`src/rtl/motion_pkg.sv`:
```
// motion_pkg
//   Shared definitions for the motion / adaptive-threshold pipeline.
//   - Frame geometry: 320x240 frame of 4-bit pixels, packed 4 per 16-bit word
//     (80 words per row). The frame is also viewed as 80x60 blocks of 4x4 pixels.
//   - Min-max buffer entry layout: max in [7:4], min in [3:0]. The threshold
//     stage reads entries in this same layout.
//   - FSM state type for block_minmax_builder.
package motion_pkg;

  localparam int FRAME_W      = 320;
  localparam int FRAME_H      = 240;
  localparam int PIX_W        = 4;
  localparam int PIX_PER_WORD = 4;
  localparam int H_WORDS      = 80;   // words per row == blocks across
  localparam int V_BLOCKS     = 60;   // blocks down
  localparam int BLK_ROWS     = 4;    // pixel rows per block
  localparam int MM_DEPTH     = 4800; // H_WORDS * V_BLOCKS

  localparam int FB_ADDR_W = 15;
  localparam int MM_ADDR_W = 13;
  localparam int BX_W      = 7;
  localparam int BY_W      = 6;

  localparam logic [BX_W-1:0] BX_LAST = BX_W'(H_WORDS - 1);
  localparam logic [BY_W-1:0] BY_LAST = BY_W'(V_BLOCKS - 1);

  // Step between the rows of one block inside the frame buffer.
  localparam logic [FB_ADDR_W-1:0] FB_ROW_STEP = FB_ADDR_W'(H_WORDS);
  // Top-left word of block (0,by+1) relative to block (79,by):
  // -79 columns, +4 rows of 80 words => +241.
  localparam logic [FB_ADDR_W-1:0] FB_BAND_STEP =
    FB_ADDR_W'(BLK_ROWS * H_WORDS - (H_WORDS - 1));

  typedef enum logic [1:0] {
    IDLE  = 2'd0,
    RD    = 2'd1,
    DRAIN = 2'd2,
    WR    = 2'd3
  } bmm_state_t;

  typedef struct packed {
    logic [PIX_W-1:0] pix_max;
    logic [PIX_W-1:0] pix_min;
  } mm_entry_t;

  function automatic mm_entry_t mm_pack(input logic [PIX_W-1:0] mx,
                                        input logic [PIX_W-1:0] mn);
    mm_entry_t e;
    e.pix_max = mx;
    e.pix_min = mn;
    return e;
  endfunction

endpackage

```
`src/rtl/block_minmax_builder_nibble_minmax4.sv`:
```
// nibble_minmax4
//   Combinational reduction of one packed frame word to the maximum and
//   minimum of its four unsigned 4-bit pixels.
// Ports
//   data_word in  16  four pixels, nibble k = bits [4k+3:4k]
//   wmax      out 4   largest nibble
//   wmin      out 4   smallest nibble
module nibble_minmax4
  import motion_pkg::*;
(
  input  logic [15:0]      data_word,
  output logic [PIX_W-1:0] wmax,
  output logic [PIX_W-1:0] wmin
);

  logic [PIX_W-1:0] nib  [PIX_PER_WORD];
  logic [PIX_W-1:0] pmax [2];
  logic [PIX_W-1:0] pmin [2];

  genvar gi;
  generate
    for (gi = 0; gi < PIX_PER_WORD; gi++) begin : g_nib
      assign nib[gi] = data_word[gi*PIX_W +: PIX_W];
    end
    // Two-level compare tree: pairs (0,1) and (2,3), then the pair results.
    for (gi = 0; gi < 2; gi++) begin : g_pair
      assign pmax[gi] = (nib[2*gi] > nib[2*gi+1]) ? nib[2*gi] : nib[2*gi+1];
      assign pmin[gi] = (nib[2*gi] < nib[2*gi+1]) ? nib[2*gi] : nib[2*gi+1];
    end
  endgenerate

  assign wmax = (pmax[0] > pmax[1]) ? pmax[0] : pmax[1];
  assign wmin = (pmin[0] < pmin[1]) ? pmin[0] : pmin[1];

endmodule

```
`src/rtl/block_minmax_builder.sv`:
```
// block_minmax_builder
//   Scans the packed 320x240 frame buffer block by block (4x4 pixels, one
//   frame word wide) and writes {max,min} of every block into the 80x60
//   min-max buffer. One full pass per start request; 6 cycles per block
//   (4 reads, 1 drain for the last read's data, 1 write).
//   Build option: BMM_CONTINUOUS_EN -- when defined, the block restarts a
//   new pass by itself after each pass (IDLE lasts one cycle) and ignores
//   start. Undefined: waits in IDLE for start.
// Ports
//   clk      in  1   clock, rising edge
//   rst_n    in  1   asynchronous active-low reset
//   start    in  1   pass request, sampled only in IDLE
//   busy     out 1   high from the first read cycle through the last write cycle
//   done     out 1   one-cycle pulse after the last block is written
//   fb_en    out 1   frame buffer read enable
//   fb_addr  out 15  frame buffer word address
//   fb_data  in  16  frame buffer read data, valid one cycle after fb_en
//   mm_we    out 1   min-max buffer write enable
//   mm_addr  out 13  min-max buffer address (80*by + bx)
//   mm_din   out 8   {max[3:0], min[3:0]}
module block_minmax_builder
  import motion_pkg::*;
(
  input  logic                 clk,
  input  logic                 rst_n,
  input  logic                 start,
  output logic                 busy,
  output logic                 done,
  output logic                 fb_en,
  output logic [FB_ADDR_W-1:0] fb_addr,
  input  logic [15:0]          fb_data,
  output logic                 mm_we,
  output logic [MM_ADDR_W-1:0] mm_addr,
  output logic [7:0]           mm_din
);

  bmm_state_t state_reg, state_next;

  logic [BX_W-1:0]      bx_reg, bx_next;
  logic [BY_W-1:0]      by_reg, by_next;
  logic [1:0]           r_reg, r_next;
  // Running top-left word address of the current block (320*by + bx) and
  // running block index (80*by + bx); both avoid multipliers.
  logic [FB_ADDR_W-1:0] base_reg, base_next;
  logic [MM_ADDR_W-1:0] blk_reg, blk_next;
  logic [PIX_W-1:0]     acc_max_reg, acc_max_next;
  logic [PIX_W-1:0]     acc_min_reg, acc_min_next;

  // All outputs are registered so they are glitch-free and land in the
  // same cycle as the state they belong to.
  logic                 fb_en_reg, fb_en_next;
  logic [FB_ADDR_W-1:0] fb_addr_reg, fb_addr_next;
  logic                 mm_we_reg, mm_we_next;
  logic [MM_ADDR_W-1:0] mm_addr_reg, mm_addr_next;
  mm_entry_t            mm_din_reg, mm_din_next;
  logic                 busy_reg, busy_next;
  logic                 done_reg, done_next;

  logic             go;
  logic [PIX_W-1:0] w_max, w_min;
  logic [PIX_W-1:0] fold_max, fold_min;

`ifdef BMM_CONTINUOUS_EN
  assign go = 1'b1;
`else
  assign go = start;
`endif

  nibble_minmax4 u_word_minmax (
    .data_word (fb_data),
    .wmax      (w_max),
    .wmin      (w_min)
  );

  assign fold_max = (w_max > acc_max_reg) ? w_max : acc_max_reg;
  assign fold_min = (w_min < acc_min_reg) ? w_min : acc_min_reg;

  always_comb begin
    state_next   = state_reg;
    bx_next      = bx_reg;
    by_next      = by_reg;
    r_next       = r_reg;
    base_next    = base_reg;
    blk_next     = blk_reg;
    acc_max_next = acc_max_reg;
    acc_min_next = acc_min_reg;
    fb_en_next   = 1'b0;
    fb_addr_next = fb_addr_reg;
    mm_we_next   = 1'b0;
    mm_addr_next = mm_addr_reg;
    mm_din_next  = mm_din_reg;
    done_next    = 1'b0;

    case (state_reg)
      IDLE: begin
        if (go) begin
          state_next   = RD;
          r_next       = 2'd0;
          bx_next      = '0;
          by_next      = '0;
          base_next    = '0;
          blk_next     = '0;
          fb_en_next   = 1'b1;
          fb_addr_next = '0;
        end
      end

      RD: begin
        // Data on fb_data belongs to the read issued last cycle (row r-1).
        // Row 0 data arrives at r=1 and seeds the accumulators.
        if (r_reg == 2'd1) begin
          acc_max_next = w_max;
          acc_min_next = w_min;
        end else if (r_reg != 2'd0) begin
          acc_max_next = fold_max;
          acc_min_next = fold_min;
        end

        if (r_reg == 2'd3) begin
          state_next = DRAIN;
        end else begin
          r_next       = r_reg + 2'd1;
          fb_en_next   = 1'b1;
          fb_addr_next = fb_addr_reg + FB_ROW_STEP;
        end
      end

      DRAIN: begin
        // Row 3 data is folded straight into the outgoing entry.
        acc_max_next = fold_max;
        acc_min_next = fold_min;
        state_next   = WR;
        mm_we_next   = 1'b1;
        mm_addr_next = blk_reg;
        mm_din_next  = mm_pack(fold_max, fold_min);
      end

      WR: begin
        r_next = 2'd0;
        if (bx_reg < BX_LAST) begin
          bx_next      = bx_reg + 1'b1;
          base_next    = base_reg + 1'b1;
          blk_next     = blk_reg + 1'b1;
          state_next   = RD;
          fb_en_next   = 1'b1;
          fb_addr_next = base_reg + 1'b1;
        end else begin
          bx_next = '0;
          if (by_reg < BY_LAST) begin
            by_next      = by_reg + 1'b1;
            base_next    = base_reg + FB_BAND_STEP;
            blk_next     = blk_reg + 1'b1;
            state_next   = RD;
            fb_en_next   = 1'b1;
            fb_addr_next = base_reg + FB_BAND_STEP;
          end else begin
            state_next = IDLE;
            done_next  = 1'b1;
          end
        end
      end

      default: state_next = IDLE;
    endcase

    busy_next = (state_next != IDLE);
  end

  always_ff @(posedge clk or negedge rst_n) begin
    if (!rst_n) begin
      state_reg   <= IDLE;
      bx_reg      <= '0;
      by_reg      <= '0;
      r_reg       <= '0;
      base_reg    <= '0;
      blk_reg     <= '0;
      acc_max_reg <= '0;
      acc_min_reg <= '0;
      fb_en_reg   <= 1'b0;
      fb_addr_reg <= '0;
      mm_we_reg   <= 1'b0;
      mm_addr_reg <= '0;
      mm_din_reg  <= '0;
      busy_reg    <= 1'b0;
      done_reg    <= 1'b0;
    end else begin
      state_reg   <= state_next;
      bx_reg      <= bx_next;
      by_reg      <= by_next;
      r_reg       <= r_next;
      base_reg    <= base_next;
      blk_reg     <= blk_next;
      acc_max_reg <= acc_max_next;
      acc_min_reg <= acc_min_next;
      fb_en_reg   <= fb_en_next;
      fb_addr_reg <= fb_addr_next;
      mm_we_reg   <= mm_we_next;
      mm_addr_reg <= mm_addr_next;
      mm_din_reg  <= mm_din_next;
      busy_reg    <= busy_next;
      done_reg    <= done_next;
    end
  end

  assign busy    = busy_reg;
  assign done    = done_reg;
  assign fb_en   = fb_en_reg;
  assign fb_addr = fb_addr_reg;
  assign mm_we   = mm_we_reg;
  assign mm_addr = mm_addr_reg;
  assign mm_din  = mm_din_reg;

endmodule

```
`config.mk`:
```
export PLATFORM = sky130hd
export DESIGN_NAME = block_minmax_builder
export DESIGN_NICKNAME = d
export VERILOG_FILES = /design/src/rtl/motion_pkg.sv /design/src/rtl/block_minmax_builder_nibble_minmax4.sv /design/src/rtl/block_minmax_builder.sv
export SDC_FILE = /design/constraint.sdc
export NUM_CORES = 1
export LEC_CHECK = 0
export ABC_AREA = 0
export CAP_MARGIN = 0
export CORE_MARGIN = 2
export CORE_UTILIZATION = 64
export CTS_BUF_LIST = sky130_fd_sc_hd__clkbuf_4 sky130_fd_sc_hd__clkbuf_8
export DETAILED_ROUTE_END_ITERATION = 12
export GPL_ROUTABILITY_DRIVEN = 0
export MAX_ROUTING_LAYER = met4
export PLACE_DENSITY = 0.95
export SYNTH_ARGS = -nofsm -noshare
export SYNTH_HDL_FRONTEND = slang
export SYNTH_HIERARCHICAL = 1
export SYNTH_SLANG_ARGS = --single-unit
```
`constraint.sdc`:
```
create_clock -name clk -period 4.65 [get_ports clk]
set_input_delay 0.465 -clock clk [delete_from_list [all_inputs] [get_ports clk]]
set_output_delay 0.465 -clock clk [all_outputs]
set_load 0.005 [all_outputs]
```
==> impl_metrics.toml, run 1 <==
[outcome]
outcome = "complete, no violations"

[worst_hold_path]
min-delay-path-class = "primary input to async pin"

[yosys]
synth_edf_count = 0
yosys-top-cells-count = "dfrtp_1 (93), nand2_1 (84), o21ai_0 (43), ha_1 (38), nor2_1 (34)"
synth_top_cell_area_share_pct = 41.0
ys_warn_count = 6
ys_types = 65
synth_area_um2 = 5680
syn_avg_cell_area_um2 = 9.53
synthTopCellsByArea = "dfrtp_1 (41%), ha_1 (8.4%), nand2_1 (5.6%), mux2i_1 (4.2%), o21ai_0 (3.8%)"
ys_async_sr_fraction_pct = 100
yosys.area.top_type = "dfrtp_1"
synth_ff_type = "dfrtp_1"
yosysMostFrequentCell = "dfrtp_1"
ys_seq_area_share_pct = 41.0
syn_inst = 596
ys_seq_elements = 93
syn_nets = 653

[cts]
clk_pin_slew_ns = 0.09
cts-buffers-inserted = 9
clockBufferDepth = 2
cts_tree = "built"
cts.sinks = 93
cts_max_level = 3
clk_latency_ns = 0.37
cts_root_buf = "clkbuf_8"
post_cts_buffers = 0

[global_route]
grt_max_degree = 65
antenna_found_initial = 0
grt_pass1_wl_um = 22300
grt_overflow = 0
grt_pass1_vias = 4847
grt.total_usage_pct = 28.9

[sta]
fin_crit_sh_pct = 94.2
fmax_ghz = 0.228
hold_viol = 0
fin_skew_ns = 0.00963
rsz0062_at_grt = "no"
setup_viol = 0
max-slew-margin-rel_pct = 30.5
fin_crit_ns = 4.38
maxSlewViolCount = 0
worst_slew_pin_slew_ns = 1.04

[floorplanning]
die_w_um = 98.2
die_h_um = 98.2
io_pins = 59
core_area_um2 = 8680
start_util_pct = 65.4
std_cell_rows = 34
dieArea_um2 = 9640

[power]
ir_drop_v = 0.000170
p_per_area_nw_per_um2 = 313
leakage_uw = 0.00290

[routing]
drt_iter0_markers = 313
first_pass_iters = 5
num_vias = 4807
routed_via_density = 6.31
drc = 0
routedWlPerCell_um = 17.4
antenna_left = 0
routed_wl_um = 13300

[setup_path]
cp.required_ns = 4.90
cp.arrival_ns = 4.64
critPathLaunchType = "primary input"
worst_setup_path_end_kind = "register"
crit_type = "primary input to register"
worstPathMaxFanout = 4

[finish]
fin_util_pct = 75.3
drive_gt1_share_pct = 11.3
syn2layout_area_growth_pct = 15.0
stdcell_count = 762
antenna_cells = 0
layout.nets = 706

[placement]
io_buffer_count = 58
hpwl_um = 9620
placedCellCount = 746

[job]
maxCapViolCount = 0
## placed cells by master, fill, tap and decap left out, types with 10 or more instances in the layout
cell type,count
xnor2_1,11
ha_1,38
o21ai_0,43
a22o_1,13
nand4_1,11
mux2i_1,21
clkdlybuf4s50_1,57
mux2_2,16
nor3_1,10
inv_1,31
dfrtp_1,93
nand2_1,84
clkbuf_8,11
a21oi_1,25
nor2_1,34
nand3_1,17
## per-stage QoR
stage | TNS, ns | power [uW] | hold WS [ns] | instance area (um^2) | setup slack (ns)
6_report | 0 | 2050 | 0.174 | 6530 | 0.268
5_1_grt | 0 | 2150 | 0.248 | 6530 | 0.00224
4_1_cts | 0 | 2040 | 0.207 | 6520 | 0.237
3_5_place_dp | -0.829 | 1540 | 0.462 | 6330 | -0.116
3_3_place_gp | 0 | 1490 | 0.457 | 6330 | 0.129
2_1_floorplan | 0 | 1310 | 0.169 | 5680 | 0.554
## layout make-up
| class | count | area, um^2 |
|---|---|---|
| Tap cell | 108 | 135 |
| Fill cell | 574 | 2150 |
| Clock buffer | 11 | 151 |
| Clock inverter | 5 | 32.5 |
| Sequential cell | 93 | 2330 |
| Timing Repair Buffer | 66 | 638 |
| Inverter | 31 | 116 |
| Multi-Input combinational cell | 448 | 3130 |
## logic make-up (layout without fill, tap and decap cells)
logic type | count (synthesis) | count (layout) | share of synthesized area, %
and+or+nand+nor | 196 | 196 | 16.4
buffers and inverters | 55 | 113 | 4.10
xor gates and xnor gates | 17 | 17 | 2.62
muxes | 43 | 43 | 8.18
adders and majority gates | 38 | 38 | 8.37
DFF | 93 | 93 | 41.0
AOI/OAI and AO/OA | 154 | 154 | 19.3
## what timing repair did
action / in CTS / in global routing
hold buffers: 0 / 0
hold endpoints to repair: 0 / 0
resized for setup: 0 / 4
setup endpoints to repair: 0 / 8
## worst paths after layout
check,start,end,slack (ns),cells past startpoint
max,fb_data[7],acc_max_reg[3],0.27,22
max in group asynchronous,rst_n,bx_reg[0],3.57,2
max reg2reg,bx_reg[3],fb_addr[12],1.43,8
min in group clk,mm_addr[7],mm_addr[7],0.48,2
min,rst_n,mm_addr[6],0.17,1
min reg2reg,mm_addr[7],mm_addr[7],0.48,2
## critical path: stages
cell,delay (ns)
clkdlybuf4s50_1,0.51
inv_1,0.06
ha_1,0.31
a21oi_2,0.20
o21ai_4,0.08
o21ai_2,0.09
mux2i_2,0.28
inv_1,0.07
ha_1,0.32
nor2b_1,0.14
o21ai_0,0.14
nand2b_1,0.07
a21oi_1,0.14
a41o_2,0.20
mux2i_1,0.28
inv_1,0.09
ha_1,0.18
nand2b_1,0.14
a21oi_1,0.15
o21ai_1,0.10
a21oi_2,0.25
mux2_2,0.37
## metal layers
metal / vias up / routed length [um] / global-route usage (%)
li1: 2260 / - / -
met1: 2324 / 5510 / 35.9
met2: 194 / 6670 / 48.4
met3: 29 / 841 / 4.01
met4: 0 / 265 / 10.7
met5: - / 0 / -
## power by group
part           internal, uW  switching (uW)
Sequential              881            47.7
Clock                   224             289
Combinational           319             285
Total                  1420             622
(Power assumes the default switching activity.)
==> run 2, diff against run 1 <==
--- a/config.mk
+++ b/config.mk
@@ -6,7 +6,7 @@
 export NUM_CORES = 1
 export LEC_CHECK = 0
 export ABC_AREA = 0
-export CAP_MARGIN = 0
+export CAP_MARGIN = 20
 export CORE_MARGIN = 2
 export CORE_UTILIZATION = 64
 export CTS_BUF_LIST = sky130_fd_sc_hd__clkbuf_4 sky130_fd_sc_hd__clkbuf_8
==> run 2 against run 1 <==
Final cell count grew 0.13%; critical endpoint unchanged; maximum frequency down 0.84%; first-iteration DRC count rose by 12%; largest cell class unchanged; highest routed layer unchanged.
==> impl_metrics.toml, run 2 (same netlist as run 1, synthesis figures left out) <==
[sta]
fin_skew_ns = 0.0123
fmax_ghz = 0.226
hold_viol = 0
fin_tns_setup_ns = 0
max-slew-margin-rel_pct = 37.8
worst_slew_pin_slew_ns = 0.929
setup_viol = 0
maxSlewViolCount = 0
fin_crit_sh_pct = 95.1
fin_crit_ns = 4.42

[routing]
drt_iter0_markers = 350
routed_via_density = 6.36
drc = 0
first_pass_iters = 5
routedWlPerCell_um = 17.6
antenna_left = 0
routed_wl_um = 13500
num_vias = 4856

[floorplanning]
core_area_um2 = 8680
die_h_um = 98.2
io_pins = 59
die_w_um = 98.2
dieArea_um2 = 9640
std_cell_rows = 34
start_util_pct = 65.4

[cts]
post_cts_buffers = 0
clk_latency_ns = 0.37
cts_resized = 0
cts_max_level = 3
cts.sinks = 93
cts_tree = "built"
cts_hold_buf = 0
clockBufferDepth = 2
clk_pin_slew_ns = 0.09
cts_root_buf = "clkbuf_8"
cts-buffers-inserted = 9

[finish]
layout_commonest_cell = "dfrtp_1"
n_fill_cell = 571
multi_input_area_um2 = 3130
regArea_um2 = 2330
drive_gt1_share_pct = 11.3
layout.nets = 707
mostFrequentLayoutCells = "dfrtp_1 (93), nand2_1 (84), clkdlybuf4s50_1 (57), o21ai_0 (43), ha_1 (38)"
antenna_cells = 0
syn2layout_area_growth_pct = 15.2

[power]
leakage_uw = 0.00291
fin_total_pwr_uw = 2050
p_per_area_nw_per_um2 = 313
ir_drop_v = 0.000170

[setup_path]
cpPeakStageDelay_ns = 0.51
worst_setup_path_end_kind = "register"
path_buf_inv = 5
critPathLaunchType = "primary input"
r2r_setup_slack_ns = 1.42
cp.required_ns = 4.90
crit_type = "primary input to register"
worstPathMaxFanout = 4
crit_family = "compound AO/OA/AOI/OAI gates"
cp.arrival_ns = 4.67
path_cells = "clkdlybuf4s50_1 -> inv_1 -> ha_1 -> a21oi_2 -> o21ai_4 -> o21ai_2 -> buf_4 -> mux2i_1 -> inv_1 -> ha_1 -> o21ai_0 -> nand2b_1 -> a21oi_1 -> a41o_2 -> mux2i_1 -> inv_1 -> ha_1 -> nand2b_1 -> a21oi_1 -> o21ai_1 -> a21oi_2 -> mux2_2"
cp_slowest_cell = "clkdlybuf4s50_1"

[job]
maxCapViolCount = 0

[global_route]
grt_pass1_vias = 4847
grt_overflow = 0
grt.total_usage_pct = 28.9
grt_pass1_wl_um = 22300
grt_max_degree = 65
antenna_found_initial = 0

[outcome]
outcome = "complete, no violations"

[placement]
hpwl_um = 9620
io_buffer_count = 58

[worst_hold_path]
min-delay-path-class = "primary input to async pin"
-- run 2: report_power, final --
| group | total [uW] | switching, uW | internal, uW |
|---|---|---|---|
| combinational | 601 | 282 | 319 |
| sequential | 929 | 48.6 | 880 |
| clock | 515 | 291 | 224 |
| total | 2050 | 622 | 1420 |
-- run 2: per-stage QoR --
step           setup WS [ns]  instance area [um^2]  hold slack (ns)  cells  utilization (%)
2_1_floorplan          0.554                  5680            0.169    596                -
5_1_grt              -0.0548                  6540            0.250    763             75.4
3_3_place_gp           0.129                  6330            0.457    746             73.0
3_5_place_dp          -0.116                  6330            0.462    746             73.0
4_1_cts                0.237                  6520            0.207    762             75.1
6_report               0.230                  6540            0.168    763             75.4
-- run 2: metal layers --
| layer | GRT usage, % | wire length, um | vias up |
|---|---|---|---|
| met1 | 35.9 | 5480 | 2355 |
| met2 | 48.4 | 6830 | 196 |
| li1 | - | - | 2270 |
| met4 | 10.7 | 350 | 0 |
| met5 | - | 0 | - |
| met3 | 4.01 | 808 | 35 |
-- run 2: layout make-up --
type,instances,share of cell area (%)
multi-input combinational,448,47.8
sequential,93,35.6
timing repair buffer,67,9.98
clock buffer,11,2.31
tap,108,2.07
inverter,31,1.78
clock inverter,5,0.497
-- run 2: worst register-to-register path, cell delays in order, from the launching register on --
cell and delay, ns:
dfrtp_1 0.42, nand4_1 0.21, a21boi_4 0.64, ha_1 0.39
nor2_1 0.11, a211oi_1 0.56, o21ai_0 0.24, xnor2_1 0.20
a221o_1 0.36
-- run 2: worst paths after layout --
| path | to | startpoint | cells past startpoint |
|---|---|---|---|
| worst max-delay path | acc_max_reg[3] | fb_data[7] | 22 |
| worst min-delay path | mm_addr[6] | rst_n | 1 |
| min in group clk | mm_addr[9] | mm_addr[9] | 2 |
| worst min register to register | mm_addr[9] | mm_addr[9] | 2 |
| worst max register to register | fb_addr[12] | bx_reg[3] | 8 |
| max in group asynchronous | mm_addr[7] | rst_n | 2 |
==> run 3, diff against run 2 <==
--- a/config.mk
+++ b/config.mk
@@ -7,7 +7,7 @@
 export LEC_CHECK = 0
 export ABC_AREA = 0
 export CAP_MARGIN = 20
-export CORE_MARGIN = 2
+export CORE_MARGIN = 4
 export CORE_UTILIZATION = 64
 export CTS_BUF_LIST = sky130_fd_sc_hd__clkbuf_4 sky130_fd_sc_hd__clkbuf_8
 export DETAILED_ROUTE_END_ITERATION = 12
==> run 3 against run 2 <==
Power grew 0.61%; clock skew about the same; worst setup slack worse by 0.16 ns; first-iteration DRC count up 24%.
==> impl_metrics.toml, run 3 (same netlist as run 1, synthesis figures left out) <==
[outcome]
outcome = "complete, no violations"

[finish]
n_fill_cell = 584
layout.nets = 707
antenna_cells = 0
fin_util_pct = 75.4
regArea_um2 = 2330
syn2layout_area_growth_pct = 15.2
layout_commonest_cell = "dfrtp_1"
mostFrequentLayoutCells = "dfrtp_1 (93), nand2_1 (84), clkdlybuf4s50_1 (57), o21ai_0 (43), ha_1 (38)"
multi_input_area_um2 = 3130
drive_gt1_share_pct = 11.6

[power]
clock_power_share_pct = 24.4
p_per_area_nw_per_um2 = 315
ir_drop_v = 0.000177
sw_frac_of_total_pct = 31.5
comb_power_share_pct = 30.4
leakage_uw = 0.00290
p_int_uw = 1410
p_seq_share_pct = 45.1
power.switching_uw = 648

[floorplanning]
dieArea_um2 = 10400
die_w_um = 102
io_pins = 59
die_h_um = 102
std_cell_rows = 34
start_util_pct = 65.4
core_area_um2 = 8680

[setup_path]
path_buf_inv = 3
critPathLaunchType = "primary input"
crit_family = "compound AO/OA/AOI/OAI gates"
cpPeakStageDelay_ns = 0.57
path_cells = "clkdlybuf4s50_1 -> inv_1 -> ha_1 -> a21oi_2 -> o21ai_4 -> o21ai_2 -> mux2i_1 -> ha_1 -> nor2b_1 -> o21ai_0 -> nand2b_1 -> a21oi_1 -> a41o_2 -> mux2i_2 -> inv_1 -> ha_1 -> nand2b_1 -> a21oi_1 -> o21ai_1 -> a21oi_2 -> mux2_2"
worstPathMaxFanout = 5
cp.required_ns = 4.90
worst_setup_path_end_kind = "register"
crit_type = "primary input to register"
cp_slowest_cell = "clkdlybuf4s50_1"
crit_top_cell = "ha_1"
cp.arrival_ns = 4.83

[routing]
drc = 0
routed_wl_um = 13800
drt_iter0_markers = 434
routed_via_density = 6.47
routedWlPerCell_um = 18.1
first_pass_iters = 5
antenna_left = 0
num_vias = 4936

[placement]
io_buffer_count = 58
hpwl_um = 9550

[global_route]
antenna_found_initial = 0
grt_pass1_wl_um = 23200
grt_overflow = 0
grt_pass1_vias = 4999
grt.total_usage_pct = 28.5
grt_max_degree = 54

[sta]
fin_crit_ns = 4.58
maxSlewViolCount = 0
rsz0062_at_grt = "yes"
setup_viol = 0
max-slew-margin-rel_pct = 36.8
fin_skew_ns = 0.0118
whs_ns = 0.116
fmax_ghz = 0.218
worst_slew_pin_slew_ns = 0.945
fin_crit_sh_pct = 98.5
hold_viol = 0

[cts]
cts-buffers-inserted = 9
cts_max_level = 3
cts.sinks = 93
cts_root_buf = "clkbuf_8"
clk_latency_ns = 0.37
clockBufferDepth = 2
cts_tree = "built"
cts_hold_buf = 0
clk_pin_slew_ns = 0.09

[worst_hold_path]
min-delay-path-class = "primary input to async pin"

[job]
maxCapViolCount = 0
## run 3: cell types whose count changed in the layout (fill, tap and decap cells not counted), sizes merged
| cell | change |
|---|---|
| clkbuf | -1 |
| clkinv | +1 |
## run 3: stage by stage
step | TNS [ns] | setup WS [ns] | cell area, um^2 | power [uW] | std cells
detailed placement | -1.84 | -0.258 | 6330 | 1540 | 745
finish | 0 | 0.0691 | 6540 | 2060 | 763
global placement | 0 | 0.121 | 6330 | 1490 | 745
floorplan | 0 | 0.554 | 5680 | 1310 | 596
global route | -0.0528 | -0.0247 | 6540 | 2160 | 763
CTS | 0 | 0.0733 | 6500 | 2040 | 761
## run 3: layout make-up
cell class | instances | area share [%]
inverter | 31 | 1.78
sequential | 93 | 35.6
clock inverter | 6 | 0.574
timing repair buffer | 67 | 9.98
multi-input combinational | 448 | 47.9
clock buffer | 10 | 2.10
tap | 108 | 2.07
## run 3: worst paths after layout
kind,startpoint,end,slack (ns),depth (start not counted)
worst min register to register,mm_addr[11],mm_addr[11],0.48,2
max in group asynchronous,rst_n,fb_addr[14],3.54,2
worst min-delay path,rst_n,mm_addr[6],0.12,1
min in group clk,mm_addr[11],mm_addr[11],0.48,2
worst max register to register,bx_reg[3],fb_addr[12],1.47,8
worst max-delay path,fb_data[13],acc_max_reg[1],0.07,21
## run 3: routing by layer
layer	global-route usage (%)	part of all wire (%)	vias up
met5	-	0	-
li1	-	-	2264
met2	46.5	50	256
met4	10.9	2.7	0
met3	3.82	6.9	44
met1	36.3	41	2372
## run 3: what timing repair did
| action | 4_1_cts | 5_1_grt |
|---|---|---|
| setup buffers | 0 | 1 |
| setup endpoints to repair | 0 | 8 |
| resized for setup | 0 | 5 |
## run 3: worst reg2reg max path: cells and delay by family, from the launching register on
| kind | cells | cell delay (ns) |
|---|---|---|
| compound gates | 4 | 1.76 |
| xor+xnor | 1 | 0.20 |
| fa+ha+maj | 1 | 0.38 |
| flops | 1 | 0.43 |
| simple gates | 2 | 0.30 |
## run 3: power by group through the flow
stage	clock [uW]	sequential, uW	combinational [uW]
final	503	929	627
after global routing	539	937	682
after CTS	502	929	614
after detailed placement	0	944	598
after global placement	0	940	547
after floorplan	0	934	375
